## config.mk

```make
export PLATFORM = sky130hd
export DESIGN_NAME = fpu_seq_flat
export DESIGN_NICKNAME = d
export VERILOG_FILES = /design/src/rtl/fpu_seq_if.sv /design/src/rtl/fpu_seq.sv /design/src/flat_wrapper.sv
export SDC_FILE = /design/constraint.sdc
export NUM_CORES = 1
export LEC_CHECK = 0
export CAP_MARGIN = 20
export CORE_UTILIZATION = 37
export DETAILED_ROUTE_END_ITERATION = 8
export PLACE_DENSITY = 0.64
export SETUP_SLACK_MARGIN = 0.05
export SLEW_MARGIN = 20
export SYNTH_ARGS = -nofsm -noshare
export SYNTH_HDL_FRONTEND = slang
export SYNTH_SLANG_ARGS = --single-unit
```

## constraint.sdc

```tcl
create_clock -name clk -period 17.56 [get_ports clk]
set_clock_uncertainty 0.05 [all_clocks]
set_input_delay 3.512 -clock clk [delete_from_list [all_inputs] [get_ports clk]]
set_output_delay 3.512 -clock clk [all_outputs]
set_load 0.01 [all_outputs]
```

## src/rtl/fpu_seq_if.sv

```systemverilog
// Valid/ready handshake bundle for the sequential FPU: operand/op channel in,
// result/flags channel out.
interface fpu_seq_if #(
    parameter int EXP_W = 8,
    parameter int MAN_W = 23
);
    localparam int W = 1 + EXP_W + MAN_W;

    logic         in_valid;
    logic         in_ready;
    logic [W-1:0] a;
    logic [W-1:0] b;
    logic [2:0]   op;
    logic         out_valid;
    logic         out_ready;
    logic [W-1:0] result;
    logic [2:0]   flags;

    modport master (
        output in_valid, a, b, op, out_ready,
        input  in_ready, out_valid, result, flags
    );

    modport slave (
        input  in_valid, a, b, op, out_ready,
        output in_ready, out_valid, result, flags
    );
endinterface

```

## src/rtl/fpu_seq.sv

```systemverilog
// Sequential FPU: truncating add/sub via an align/sum/normalise FSM, single-step
// compares, MOV and IEEE special cases, with valid/ready on both sides.
module fpu_seq #(
    parameter int EXP_W = 8,
    parameter int MAN_W = 23
) (
    input  logic       clk,
    input  logic       rst_n,
    fpu_seq_if.slave   bus
);
    localparam int W  = 1 + EXP_W + MAN_W;
    localparam int M  = MAN_W + 1;   // mantissa including hidden bit
    localparam int EW = EXP_W + 2;   // signed working exponent, room for carry and underflow

    localparam logic [EXP_W-1:0]     EXP_ONES = '1;
    localparam logic [MAN_W-1:0]     MAN_ZERO = '0;
    localparam logic [W-2:0]         MAG_ZERO = '0;
    localparam logic [W-1:0]         QNAN     = {1'b0, EXP_ONES, 1'b1, {(MAN_W-1){1'b0}}};
    localparam logic signed [EW-1:0] EXP_ONE  = {{(EW-1){1'b0}}, 1'b1};
    localparam logic signed [EW-1:0] EXP_MAX  = {2'b00, EXP_ONES};
    localparam logic [2:0]           FL_INV   = 3'b100;
    localparam logic [2:0]           FL_OVF   = 3'b010;
    localparam logic [2:0]           FL_UNF   = 3'b001;

    typedef enum logic [2:0] {
        S_IDLE, S_ALIGN, S_SUM, S_NORM, S_DONE
    } state_t;

    typedef enum logic [2:0] {
        OP_ADD = 3'd0, OP_SUB = 3'd1, OP_EQ = 3'd2, OP_LT = 3'd3,
        OP_GT  = 3'd4, OP_LE  = 3'd5, OP_GE = 3'd6, OP_MOV = 3'd7
    } op_t;

    state_t                r_state;
    logic                  r_in_ready;
    logic                  r_out_valid;
    logic [W-1:0]          r_result;
    logic [2:0]            r_flags;
    logic [W-1:0]          r_a;
    logic [W-1:0]          r_b;
    logic [M-1:0]          r_mx;
    logic [M-1:0]          r_my;
    logic [M-1:0]          r_man;
    logic signed [EW-1:0]  r_exp;
    logic                  r_sx;
    logic                  r_sub;
    logic                  r_zero_sign;

    logic [W-1:0]          w_fa;
    logic [W-1:0]          w_fb;
    logic                  w_b_sign;
    logic                  w_a_nan, w_b_nan, w_a_inf, w_b_inf;
    logic signed [W-1:0]   w_ka, w_kb;
    logic                  w_cmp;
    logic                  w_fast;
    logic [W-1:0]          w_fast_res;
    logic [2:0]            w_fast_fl;
    logic                  w_swap;
    logic [W-1:0]          w_x, w_y;
    logic [EXP_W-1:0]      w_ex, w_ey, w_diff;
    logic [M-1:0]          w_mx, w_my;
    logic [M:0]            w_sum;

    // Input decode: denormals flush to signed zero, SUB folds into b's sign.
    // NOTE: every always_comb output gets a default first so no path can infer a latch.
    always_comb begin
        w_fa = bus.a;
        w_fb = bus.b;
        if (bus.a[W-2:MAN_W] == '0) w_fa = {bus.a[W-1], MAG_ZERO};
        if (bus.b[W-2:MAN_W] == '0) w_fb = {bus.b[W-1], MAG_ZERO};
        w_b_sign = w_fb[W-1] ^ (op_t'(bus.op) == OP_SUB);
        w_a_nan  = (w_fa[W-2:MAN_W] == EXP_ONES) && (w_fa[MAN_W-1:0] != '0);
        w_b_nan  = (w_fb[W-2:MAN_W] == EXP_ONES) && (w_fb[MAN_W-1:0] != '0);
        w_a_inf  = (w_fa[W-2:MAN_W] == EXP_ONES) && (w_fa[MAN_W-1:0] == '0);
        w_b_inf  = (w_fb[W-2:MAN_W] == EXP_ONES) && (w_fb[MAN_W-1:0] == '0);
    end

    // Signed keys make +0 and -0 identical and give sign-magnitude ordering.
    always_comb begin
        w_ka = w_fa[W-1] ? -$signed({1'b0, w_fa[W-2:0]}) : $signed({1'b0, w_fa[W-2:0]});
        w_kb = w_fb[W-1] ? -$signed({1'b0, w_fb[W-2:0]}) : $signed({1'b0, w_fb[W-2:0]});
        case (op_t'(bus.op))
            OP_EQ:   w_cmp = (w_ka == w_kb);
            OP_LT:   w_cmp = (w_ka <  w_kb);
            OP_GT:   w_cmp = (w_ka >  w_kb);
            OP_LE:   w_cmp = (w_ka <= w_kb);
            OP_GE:   w_cmp = (w_ka >= w_kb);
            default: w_cmp = 1'b0;
        endcase
    end

    always_comb begin
        w_fast     = 1'b1;
        w_fast_res = '0;
        w_fast_fl  = '0;
        case (op_t'(bus.op))
            OP_ADD, OP_SUB: begin
                w_fast = w_a_nan | w_b_nan | w_a_inf | w_b_inf;
                if (w_a_nan || w_b_nan) begin
                    w_fast_res = QNAN;
                    w_fast_fl  = FL_INV;
                end else if (w_a_inf && w_b_inf && (w_fa[W-1] != w_b_sign)) begin
                    w_fast_res = QNAN;
                    w_fast_fl  = FL_INV;
                end else if (w_a_inf) begin
                    w_fast_res = w_fa;
                end else if (w_b_inf) begin
                    w_fast_res = {w_b_sign, w_fb[W-2:0]};
                end
            end
            OP_MOV: w_fast_res = w_fa;
            default: begin
                if (w_a_nan || w_b_nan) w_fast_fl = FL_INV;
                else                    w_fast_res = {{(W-1){1'b0}}, w_cmp};
            end
        endcase
    end

    // Alignment datapath: x is the larger magnitude, y is shifted down to x's exponent.
    always_comb begin
        w_swap = r_b[W-2:0] > r_a[W-2:0];
        w_x    = w_swap ? r_b : r_a;
        w_y    = w_swap ? r_a : r_b;
        w_ex   = w_x[W-2:MAN_W];
        w_ey   = w_y[W-2:MAN_W];
        w_diff = w_ex - w_ey;
        w_mx   = {|w_ex, w_x[MAN_W-1:0]};
        w_my   = (32'(w_diff) > 32'(M)) ? '0 : ({|w_ey, w_y[MAN_W-1:0]} >> w_diff);
        w_sum  = r_sub ? ({1'b0, r_mx} - {1'b0, r_my}) : ({1'b0, r_mx} + {1'b0, r_my});
    end

    // NOTE: state is updated with non-blocking assignments so every register samples pre-edge values.
    // NOTE: datapath registers are reset too, so an op aborted by reset leaves no stale operands.
    always_ff @(posedge clk or negedge rst_n) begin
        if (!rst_n) begin
            r_state     <= S_IDLE;
            r_in_ready  <= 1'b1;
            r_out_valid <= 1'b0;
            r_result    <= '0;
            r_flags     <= '0;
            r_a         <= '0;
            r_b         <= '0;
            r_mx        <= '0;
            r_my        <= '0;
            r_man       <= '0;
            r_exp       <= '0;
            r_sx        <= 1'b0;
            r_sub       <= 1'b0;
            r_zero_sign <= 1'b0;
        end else begin
            case (r_state)
                S_IDLE: begin
                    if (bus.in_valid && r_in_ready) begin
                        r_in_ready <= 1'b0;
                        if (w_fast) begin
                            r_result    <= w_fast_res;
                            r_flags     <= w_fast_fl;
                            r_out_valid <= 1'b1;
                            r_state     <= S_DONE;
                        end else begin
                            r_a     <= w_fa;
                            r_b     <= {w_b_sign, w_fb[W-2:0]};
                            r_state <= S_ALIGN;
                        end
                    end
                end
                S_ALIGN: begin
                    r_mx        <= w_mx;
                    r_my        <= w_my;
                    r_exp       <= $signed({2'b00, w_ex});
                    r_sx        <= w_x[W-1];
                    r_sub       <= w_x[W-1] ^ w_y[W-1];
                    r_zero_sign <= w_x[W-1] & w_y[W-1];
                    r_state     <= S_SUM;
                end
                S_SUM: begin
                    if (w_sum[M]) begin
                        r_man <= w_sum[M:1];
                        r_exp <= r_exp + EXP_ONE;
                    end else begin
                        r_man <= w_sum[M-1:0];
                    end
                    r_state <= S_NORM;
                end
                S_NORM: begin
                    if (r_man == '0) begin
                        r_result    <= {r_zero_sign, MAG_ZERO};
                        r_flags     <= '0;
                        r_out_valid <= 1'b1;
                        r_state     <= S_DONE;
                    end else if (r_man[M-1]) begin
                        if (r_exp >= EXP_MAX) begin
                            r_result <= {r_sx, EXP_ONES, MAN_ZERO};
                            r_flags  <= FL_OVF;
                        end else if (r_exp < EXP_ONE) begin
                            r_result <= {r_sx, MAG_ZERO};
                            r_flags  <= FL_UNF;
                        end else begin
                            r_result <= {r_sx, r_exp[EXP_W-1:0], r_man[MAN_W-1:0]};
                            r_flags  <= '0;
                        end
                        r_out_valid <= 1'b1;
                        r_state     <= S_DONE;
                    end else begin
                        r_man <= r_man << 1;
                        r_exp <= r_exp - EXP_ONE;
                    end
                end
                S_DONE: begin
                    if (bus.out_ready) begin
                        r_out_valid <= 1'b0;
                        r_in_ready  <= 1'b1;
                        r_state     <= S_IDLE;
                    end
                end
                default: r_state <= S_IDLE;
            endcase
        end
    end

    assign bus.in_ready  = r_in_ready;
    assign bus.out_valid = r_out_valid;
    assign bus.result    = r_result;
    assign bus.flags     = r_flags;
endmodule

```

## src/flat_wrapper.sv

```systemverilog
// flat-port wrapper written by rule: the top's interface ports become plain ports
module fpu_seq_flat 
#(
    parameter int EXP_W = 8,
    parameter int MAN_W = 23
)
  (clk, rst_n, bus_in_valid, bus_a, bus_b, bus_op, bus_out_ready, bus_in_ready, bus_out_valid, bus_result, bus_flags);
  fpu_seq_if #(.EXP_W(EXP_W), .MAN_W(MAN_W)) bus_i ();
  input  logic clk;
  input  logic rst_n;
  input wire logic [$bits(bus_i.in_valid)-1:0] bus_in_valid;
  input wire logic [$bits(bus_i.a)-1:0] bus_a;
  input wire logic [$bits(bus_i.b)-1:0] bus_b;
  input wire logic [$bits(bus_i.op)-1:0] bus_op;
  input wire logic [$bits(bus_i.out_ready)-1:0] bus_out_ready;
  output wire logic [$bits(bus_i.in_ready)-1:0] bus_in_ready;
  output wire logic [$bits(bus_i.out_valid)-1:0] bus_out_valid;
  output wire logic [$bits(bus_i.result)-1:0] bus_result;
  output wire logic [$bits(bus_i.flags)-1:0] bus_flags;
  assign bus_i.in_valid = bus_in_valid;
  assign bus_i.a = bus_a;
  assign bus_i.b = bus_b;
  assign bus_i.op = bus_op;
  assign bus_i.out_ready = bus_out_ready;
  assign bus_in_ready = bus_i.in_ready;
  assign bus_out_valid = bus_i.out_valid;
  assign bus_result = bus_i.result;
  assign bus_flags = bus_i.flags;
  fpu_seq #(.EXP_W(EXP_W), .MAN_W(MAN_W)) u_core (.clk(clk), .rst_n(rst_n), .bus(bus_i));
endmodule
```

# Yosys cells after proc, flatten, opt, wreduce, memory -nomap -nowiden
# Cells that the tools add are included.
[classes] add_sub_neg=7 multipliers=0 div_mod_pow=0 magnitude_cmp=8 n_eq_ne=22 shifts=1 muxes=57 n_bitwise=7 n_reduce_logical=33
[ops] operator="$mux W32" n=12
[ops] operator="$pmux W32 S2" n=2
[ops] operator="$mux W31" n=4
[ops] operator="$mux W24" n=4
[ops] operator="$neg A31 Y32" n=2
[ops] operator="$pmux W24 S2" n=1
[ops] operator="$logic_not A23 Y1" n=2
[ops] operator="$reduce_bool A23 Y1" n=2
[ops] operator="$mux W3" n=13
[ops] operator="$eq A32 B32 Y1" n=1
[ops] operator="$ge A32 B32 Y1" n=1
[ops] operator="$gt A32 B32 Y1" n=1
[ops] operator="$le A32 B32 Y1" n=1
[ops] operator="$lt A32 B32 Y1" n=1
[ops] operator="$gt A31 B31 Y1" n=1
[ops] operator="$mux W10" n=3
[ops] operator="$pmux W10 S3" n=1
[ops] operator="$add A24 B24 Y25" n=1
[ops] operator="$mux W25" n=1
[ops] operator="$sub A24 B24 Y25" n=1
[ops] operator="$logic_not A24 Y1" n=1
[ops] operator="$shr A24 B8 Y24" n=1
[ops] operator="$eq A8 B8 Y1 const B" n=2
[ops] operator="$logic_not A8 Y1" n=2
[ops] operator="34 further kinds" n=74
[totals] register_bits=189 latch_bits=0 mem_bits_rw=0 romBits=0 output_inout_bits=37 mem_count=0

# Longest topological paths before layout
# Gate-level depths: netlist of the first run.
[depth] word_depth=12 mapped_depth=25

# Worst setup path before layout of the first run
# Ideal clock, no wire load.
[synth_path] path_type="input to register" from="input port bus_a[2]" to="register u_core.r_result[0], in the netlist u_core.bus.result[0]" setup_time_ns=0.128 arrival_ns=7.970 required_time_ns=17.382 slack_ns=9.412 path_stages=22 path_buffers=0 cell_sequence="or3_1 > or3_1 > or3_4 > or4_4 > or3_1 > or3_1 > o31a_1 > nand2b_4 > o31ai_1 > xnor2_1 > ha_1 > a21o_1 > a21o_1 > a21oi_1 > nor2b_1 > o21ai_0 > nand2b_1 > a21oi_1 > nand2_1 > mux2i_1 > mux2i_1 > a21oi_1"
[synth_between] elab_chain_len=11 elab_cells_between_ends=30
[synth_lines] element="from (decl)" line="flat_wrapper.sv:12" text="input wire logic [$bits(bus_i.a)-1:0] bus_a;"
[synth_lines] element="$mux W31 (*)" line="fpu_seq.sv:69" text="if (bus.a[W-2:MAN_W] == '0) w_fa = {bus.a[W-1], MAG_ZERO};"
[synth_lines] element="parallel branches: the longest is 10 deep, another holds $neg A31 Y32"
[synth_lines] element="to (signal assigned)" line="fpu_seq.sv:156" text="r_result <= w_fast_res;"
[synth_lines] element="to (signal assigned)" line="fpu_seq.sv:187" text="r_result <= {r_zero_sign, MAG_ZERO};"
[synth_lines] element="to (signal assigned)" line="fpu_seq.sv:193" text="r_result <= {r_sx, EXP_ONES, MAN_ZERO};"
[synth_lines] element="to (decl)" line="fpu_seq.sv:37" text="logic [W-1:0] r_result;"
# Every way passes the cells marked *. The select of a mux whose other input is x is not followed.
# A chain may end at the register's enable or synchronous reset.

# Worst setup path after layout of the first run
# Ends and elaborated chain as after synthesis.

==> results of run 1 <==
[cell families (layout without fill, tap and decap cells)]
logic type / count (synthesis) / count (layout) / share of synthesized area (%)
xor gates and xnor gates: 85 / 85 / 4.824
muxes: 145 / 145 / 11.28
buffers and inverters: 175 / 222 / 4.451
and+or+nand+nor: 644 / 644 / 19.27
AOI/OAI and AO/OA: 549 / 549 / 21.77
adders and majority gates: 95 / 95 / 7.752
DFF: 189 / 189 / 30.66
[per-stage QoR]
stage	setup WS, ns	hold WS [ns]	std cells	instance area [um2]	utilization, %
final	8.880	0.4380	2461	17430	42.49
after floorplan	9.412	0.3992	1882	15430	-
after global placement	8.527	0.4190	2430	16880	41.17
after global routing	8.582	0.4810	2461	17430	42.49
after detailed placement	8.475	0.4267	2430	16880	41.17
after CTS	8.950	0.4442	2461	17420	42.47
[area by class of cell]
cell class	instances	share of cell area, %
Clock buffer	21	2.585
Timing Repair Buffer	123	6.849
Inverter	68	1.465
Sequential cell	189	27.15
Clock inverter	10	0.4739
Tap cell	532	3.820
Multi-Input combinational cell	1518	57.66
[per-layer routing]
metal	up-vias	global-route usage [%]	part of all wire [%]
li1	6913	-	-
met4	0	7.904	2.8
met1	7148	33.38	45
met3	88	5.740	7.5
met2	596	37.76	45
met5	-	0	0
[registers in the layout (all words and copies together) (netlist names)]
name	cells
u_core.r_b	32
u_core.bus.in_ready	1
u_core.r_exp	10
u_core.r_my	24
u_core.r_man	24
u_core.r_sub	1
u_core.r_mx	24
u_core.r_sx	1
u_core.r_zero_sign	1
u_core.bus.flags	3
u_core.bus.out_valid	1
u_core.bus.result	32
u_core.r_a	32
u_core.r_state	3
[critical path, cell delays in order]
cell and delay (ns):
clkdlybuf4s50_1 0.47, or3_1 0.41, or3_1 0.35, or3_4 0.36, or4_4 0.49, or3_1 0.35, or3_1 0.38, o31a_1 0.30
nand2b_4 0.17, o31ai_1 0.26, xnor2_1 0.18, ha_1 0.27, a21o_1 0.17, a21o_1 0.16, a21oi_1 0.15, nor2b_1 0.06
o21ai_0 0.15, nand2b_1 0.07, a21oi_1 0.16, nand2_1 0.07, mux2i_1 0.20, mux2i_1 0.21, a21oi_1 0.08
[how the worst max path moves through the flow]
stage,start,to,slack (ns)
2_1_floorplan,bus_a[2],u_core.bus.result[0],9.41
3_3_place_gp,bus_a[2],u_core.bus.result[0],8.53
3_5_place_dp,bus_a[2],u_core.bus.result[0],8.48
4_1_cts,bus_a[2],u_core.bus.result[0],8.95
5_1_grt,bus_b[26],u_core.bus.result[0],8.58
6_report,bus_a[2],u_core.bus.result[0],8.88
[layout by cell type, fill, tap and decap left out, drive strengths merged, types with 26 or more instances in the layout]
cell,count
a22oi,37
inv,72
xor2,29
ha,94
mux2i,94
nand4,26
xnor2,56
nand2,260
dfrtp,188
mux2,31
clkdlybuf4s50,105
nor3,54
or3,26
nor2,149
o31ai,27
o21ai,196
nor4,26
a21oi,143
==> flow_summary.ini, run 1 <==
[status]
status = finished, violations left
violations = design-rule violations

[finish]
nNetsFinal = 2083
seqCellArea_um2 = 4731
diodes = 0
multi_input_area_um2 = 10050
nFillCells = 4124
drive_gt1_share_pct = 6.325
areaGrowthSynthToFinish_pct = 12.93

[yosys]
synthArstFlopShare_pct = 100.0
synth_edf_count = 0
synthMostInstantiatedCell = nand2_1
syn-num-nets = 2048
yosysTopAreaCellShare_pct = 30.49
netlist_area_um2 = 15430
ys.flop_type = dfrtp_1
yosysTopAreaCell = dfrtp_1
yosysWarnings = 0
ys_ff_latch = 189
ys_types = 75
ys_top_cells_by_area = dfrtp_1 30%, ha_1 7.6%, nand2_1 6.3%
avgSynthCellArea_um2 = 8.199
ys_seq_area_share_pct = 30.66
yosys-top-cells-count = 260 x nand2_1, 194 x o21ai_0, 188 x dfrtp_1
synthCells = 1882

[detailed_routing]
firstDrtPassIters = 9
dr.first_iter.drc_count = 1213
via_count = 14745
wl_per_cell_um = 20.76
vias_per_cell = 5.991
ant_nets = 0
drt_wl_total_um = 51100
drc = 2

[grt]
grtUsageTotal_pct = 24.41
antenna_found_initial = 0
grt-ovfl-total = 0
grt_max_degree = 116
grt_pass1_wl_um = 79160
grt_pass1_vias = 13899

[floorplanning]
std_cell_rows = 74
dieArea_um2 = 42530
ioPinCount = 108
die_w_um = 206.2
fp.dieH_um = 206.2
core_um2 = 41020
initial_core_util_pct = 37.62

[worst_hold_path]
hold_start = u_core.r_mx[4]
hold_depth = 2
hold_class = flop to flop
holdPathEnd = u_core.r_mx[4]

[timing]
rsz0062_at_grt = false
tightest_slew_ns = 1.053
setup-tns-final_ns = 0
fmax_mhz = 115.2
hold_viol_final = 0
setup_violations = 0
maxSlewViolCount = 0
fin_crit_ns = 8.680
max_slew_margin_pct = 29.79
period_share_pct = 49.43

[flow_run]
maxCapViolCount = 0

[clock_network]
ctsResizeCount = 0
post-cts-setup-buffers = 0
clock-root-buffer = clkbuf_16
clk_latency_ns = 0.46
htree_levels = 4
hold_buffers = 0
numCtsBuffers = 17
clk_pin_slew_ns = 0.07
cts_buffer_depth = 2
cts_tree = built
numClockSinks = 189

[placed_design]
gp_congestion = 0.9837
dpl.hpwl_um = 39640
io_buffers = 107

[setup_path]
reg2reg_depth = 20
required_ns = 17.85
crit_fanout = 5
arrival_ns = 8.97
end_kind = flop
r2r-start = u_core.r_a[28]
reg2reg_to = u_core.r_my[17]
regToRegSetupSlack_ns = 10.72
worstSetupPathType = primary input to flop
startpoint_type = primary input
Power of run 1 is left out: the tool's default activity adds up to more than one toggle a clock period on the data nets, which glitch-free logic cannot reach.
==> run 2: changes to the inputs <==
--- a/config.mk
+++ b/config.mk
@@ -8,7 +8,7 @@
 export CAP_MARGIN = 20
 export CORE_UTILIZATION = 37
 export DETAILED_ROUTE_END_ITERATION = 8
-export PLACE_DENSITY = 0.64
+export PLACE_DENSITY = 0.66
 export SETUP_SLACK_MARGIN = 0.05
 export SLEW_MARGIN = 20
 export SYNTH_ARGS = -nofsm -noshare
==> constraint.sdc (replaced) <==
create_clock -name clk -period 7.3 [get_ports clk]
set_clock_uncertainty 0.05 [all_clocks]
set_input_delay 1.46 -clock clk [delete_from_list [all_inputs] [get_ports clk]]
set_output_delay 1.46 -clock clk [all_outputs]
set_load 0.01 [all_outputs]
==> run 2 against run 1 <==
Compared with the run above:
- the run still ends with design-rule violations left
- largest cell class unchanged
- via count shrank 0.44%
- register-to-register slack got worse by 9.7 ns
- critical endpoint unchanged
- utilization grew 0.44 points
- global-route usage down 0.23 points
- non-clock buffer count rose by 11
- final cell count up 0.49%
==> flow_summary.ini, run 2 (synthesis gave the netlist of run 1 again) <==
[clock_network]
post-cts-setup-buffers = 0
hold_buffers = 0
cts_tree = built
clk_pin_slew_ns = 0.07
ctsResizeCount = 0
cts_buffer_depth = 2
numClockSinks = 189
numCtsBuffers = 17
htree_levels = 4
clk_latency_ns = 0.46
clock-root-buffer = clkbuf_16

[floorplanning]
std_cell_rows = 74
core_um2 = 41020
initial_core_util_pct = 37.62
die_w_um = 206.2
ioPinCount = 108
dieArea_um2 = 42530
fp.dieH_um = 206.2

[placed_design]
gp_congestion = 0.9364
placedInstanceArea_um2 = 16960
io_buffers = 107
dpl.hpwl_um = 39650

[setup_path]
startpoint = bus_a[2]
startpoint_type = primary input
worstSetupPathType = primary input to flop
crit_chain = clkdlybuf4s50_1, or3_1, or3_1, or3_4, or4_4, or3_1, or3_1, o31a_1, nand2b_4, o31ai_1, xnor2_1, ha_1, a21o_1, a21o_1, a21oi_1, nor2b_1, o21ai_0, nand2b_1, a21oi_1, nand2_1, mux2i_1, mux2i_1, a21oi_1
arrival_ns = 6.94
reg2reg_depth = 14
cpPeakStageDelay_ns = 0.49
cp_slowest_cell = or4_4
regToRegSetupSlack_ns = 1.07
endpoint = u_core.bus.result[0]
crit_fanout = 5
reg2reg_to = u_core.r_my[22]
end_kind = flop
cpMostUsedCell = or3_1
r2r-start = u_core.r_a[28]
required_ns = 7.59

[timing]
max_slew_margin_pct = 28.90
holdWs_ns = 0.4450
period_share_pct = 91.08
setup-tns-final_ns = 0
tightest_slew_ns = 1.067
setup_violations = 0
maxSlewViolCount = 0
rsz0062_at_grt = false
fin_crit_ns = 6.649
fmax_mhz = 150.4
hold_viol_final = 0

[grt]
grt_pass1_vias = 13743
grt_max_degree = 124
grtUsageTotal_pct = 24.18
grt_pass1_wl_um = 78700
antenna_found_initial = 1
grt-ovfl-total = 0

[finish]
design_area_um2 = 17610
final_common_cell = nand2_1
nNetsFinal = 2094
drive_gt1_share_pct = 7.007
diodes = 0
final_cell_mix = 259 x nand2_1, 194 x o21ai_0, 188 x dfrtp_1, 148 x nor2_1, 143 x a21oi_1
fin_util_pct = 42.93
areaGrowthSynthToFinish_pct = 14.10

[detailed_routing]
wl_per_cell_um = 20.58
dr.first_iter.drc_count = 1391
ant_nets = 0
drc = 2
drt_wl_total_um = 50900
vias_per_cell = 5.936
via_count = 14680
firstDrtPassIters = 8

[worst_hold_path]
hold_class = flop to flop

[flow_run]
maxCapViolCount = 0

[status]
status = finished, violations left
violations = design-rule violations
run 2: metal layers:
metal | track usage [%] | part of all wire [%] | up-vias
met1 | 34.80 | 46 | 7147
met5 | 0 | 0.026 | -
met2 | 37.37 | 45 | 534
li1 | - | - | 6929
met3 | 3.548 | 6.6 | 68
met4 | 6.880 | 2.1 | 2
run 2: area by class of cell:
class | count | area, um2
repair buffers | 134 | 1292
inverters | 68 | 255.2
well taps | 532 | 665.6
clock inverters | 15 | 191.4
multi-input cells | 1518 | 10050
fillers | 4049 | 23410
clock buffers | 17 | 425.4
flip-flops and latches | 189 | 4731
run 2: per-stage QoR:
step / worst slack (ns) / std cells
2_1_floorplan: 1.204 / 1882
3_3_place_gp: 0.2619 / 2440
3_5_place_dp: 0.2954 / 2440
4_1_cts: 0.7374 / 2472
5_1_grt: 0.3602 / 2473
6_report: 0.6511 / 2473
run 2: worst min path at each step:
stage | endpoint | cells after the start | slack [ns] | startpoint
2_1_floorplan | u_core.r_sx | 2 | 0.40 | u_core.r_sx
3_3_place_gp | u_core.r_sx | 2 | 0.42 | u_core.r_sx
3_5_place_dp | u_core.r_mx[10] | 2 | 0.43 | u_core.r_mx[10]
4_1_cts | u_core.r_mx[15] | 2 | 0.45 | u_core.r_mx[15]
5_1_grt | u_core.r_sx | 2 | 0.47 | u_core.r_sx
6_report | u_core.r_mx[19] | 2 | 0.44 | u_core.r_mx[19]
run 2: worst max-delay path, delay by kind of cell:
kind                     cells  cell delay, ns
XOR/XNOR                     1            0.16
AND/OR/NAND/NOR             10            2.72
adder cells (fa/ha/maj)      1            0.27
buffers and inverters        1            0.48
AO/OA/AOI/OAI                8            1.44
multiplexers                 2            0.40
Power of run 2 is left out for the same reason.
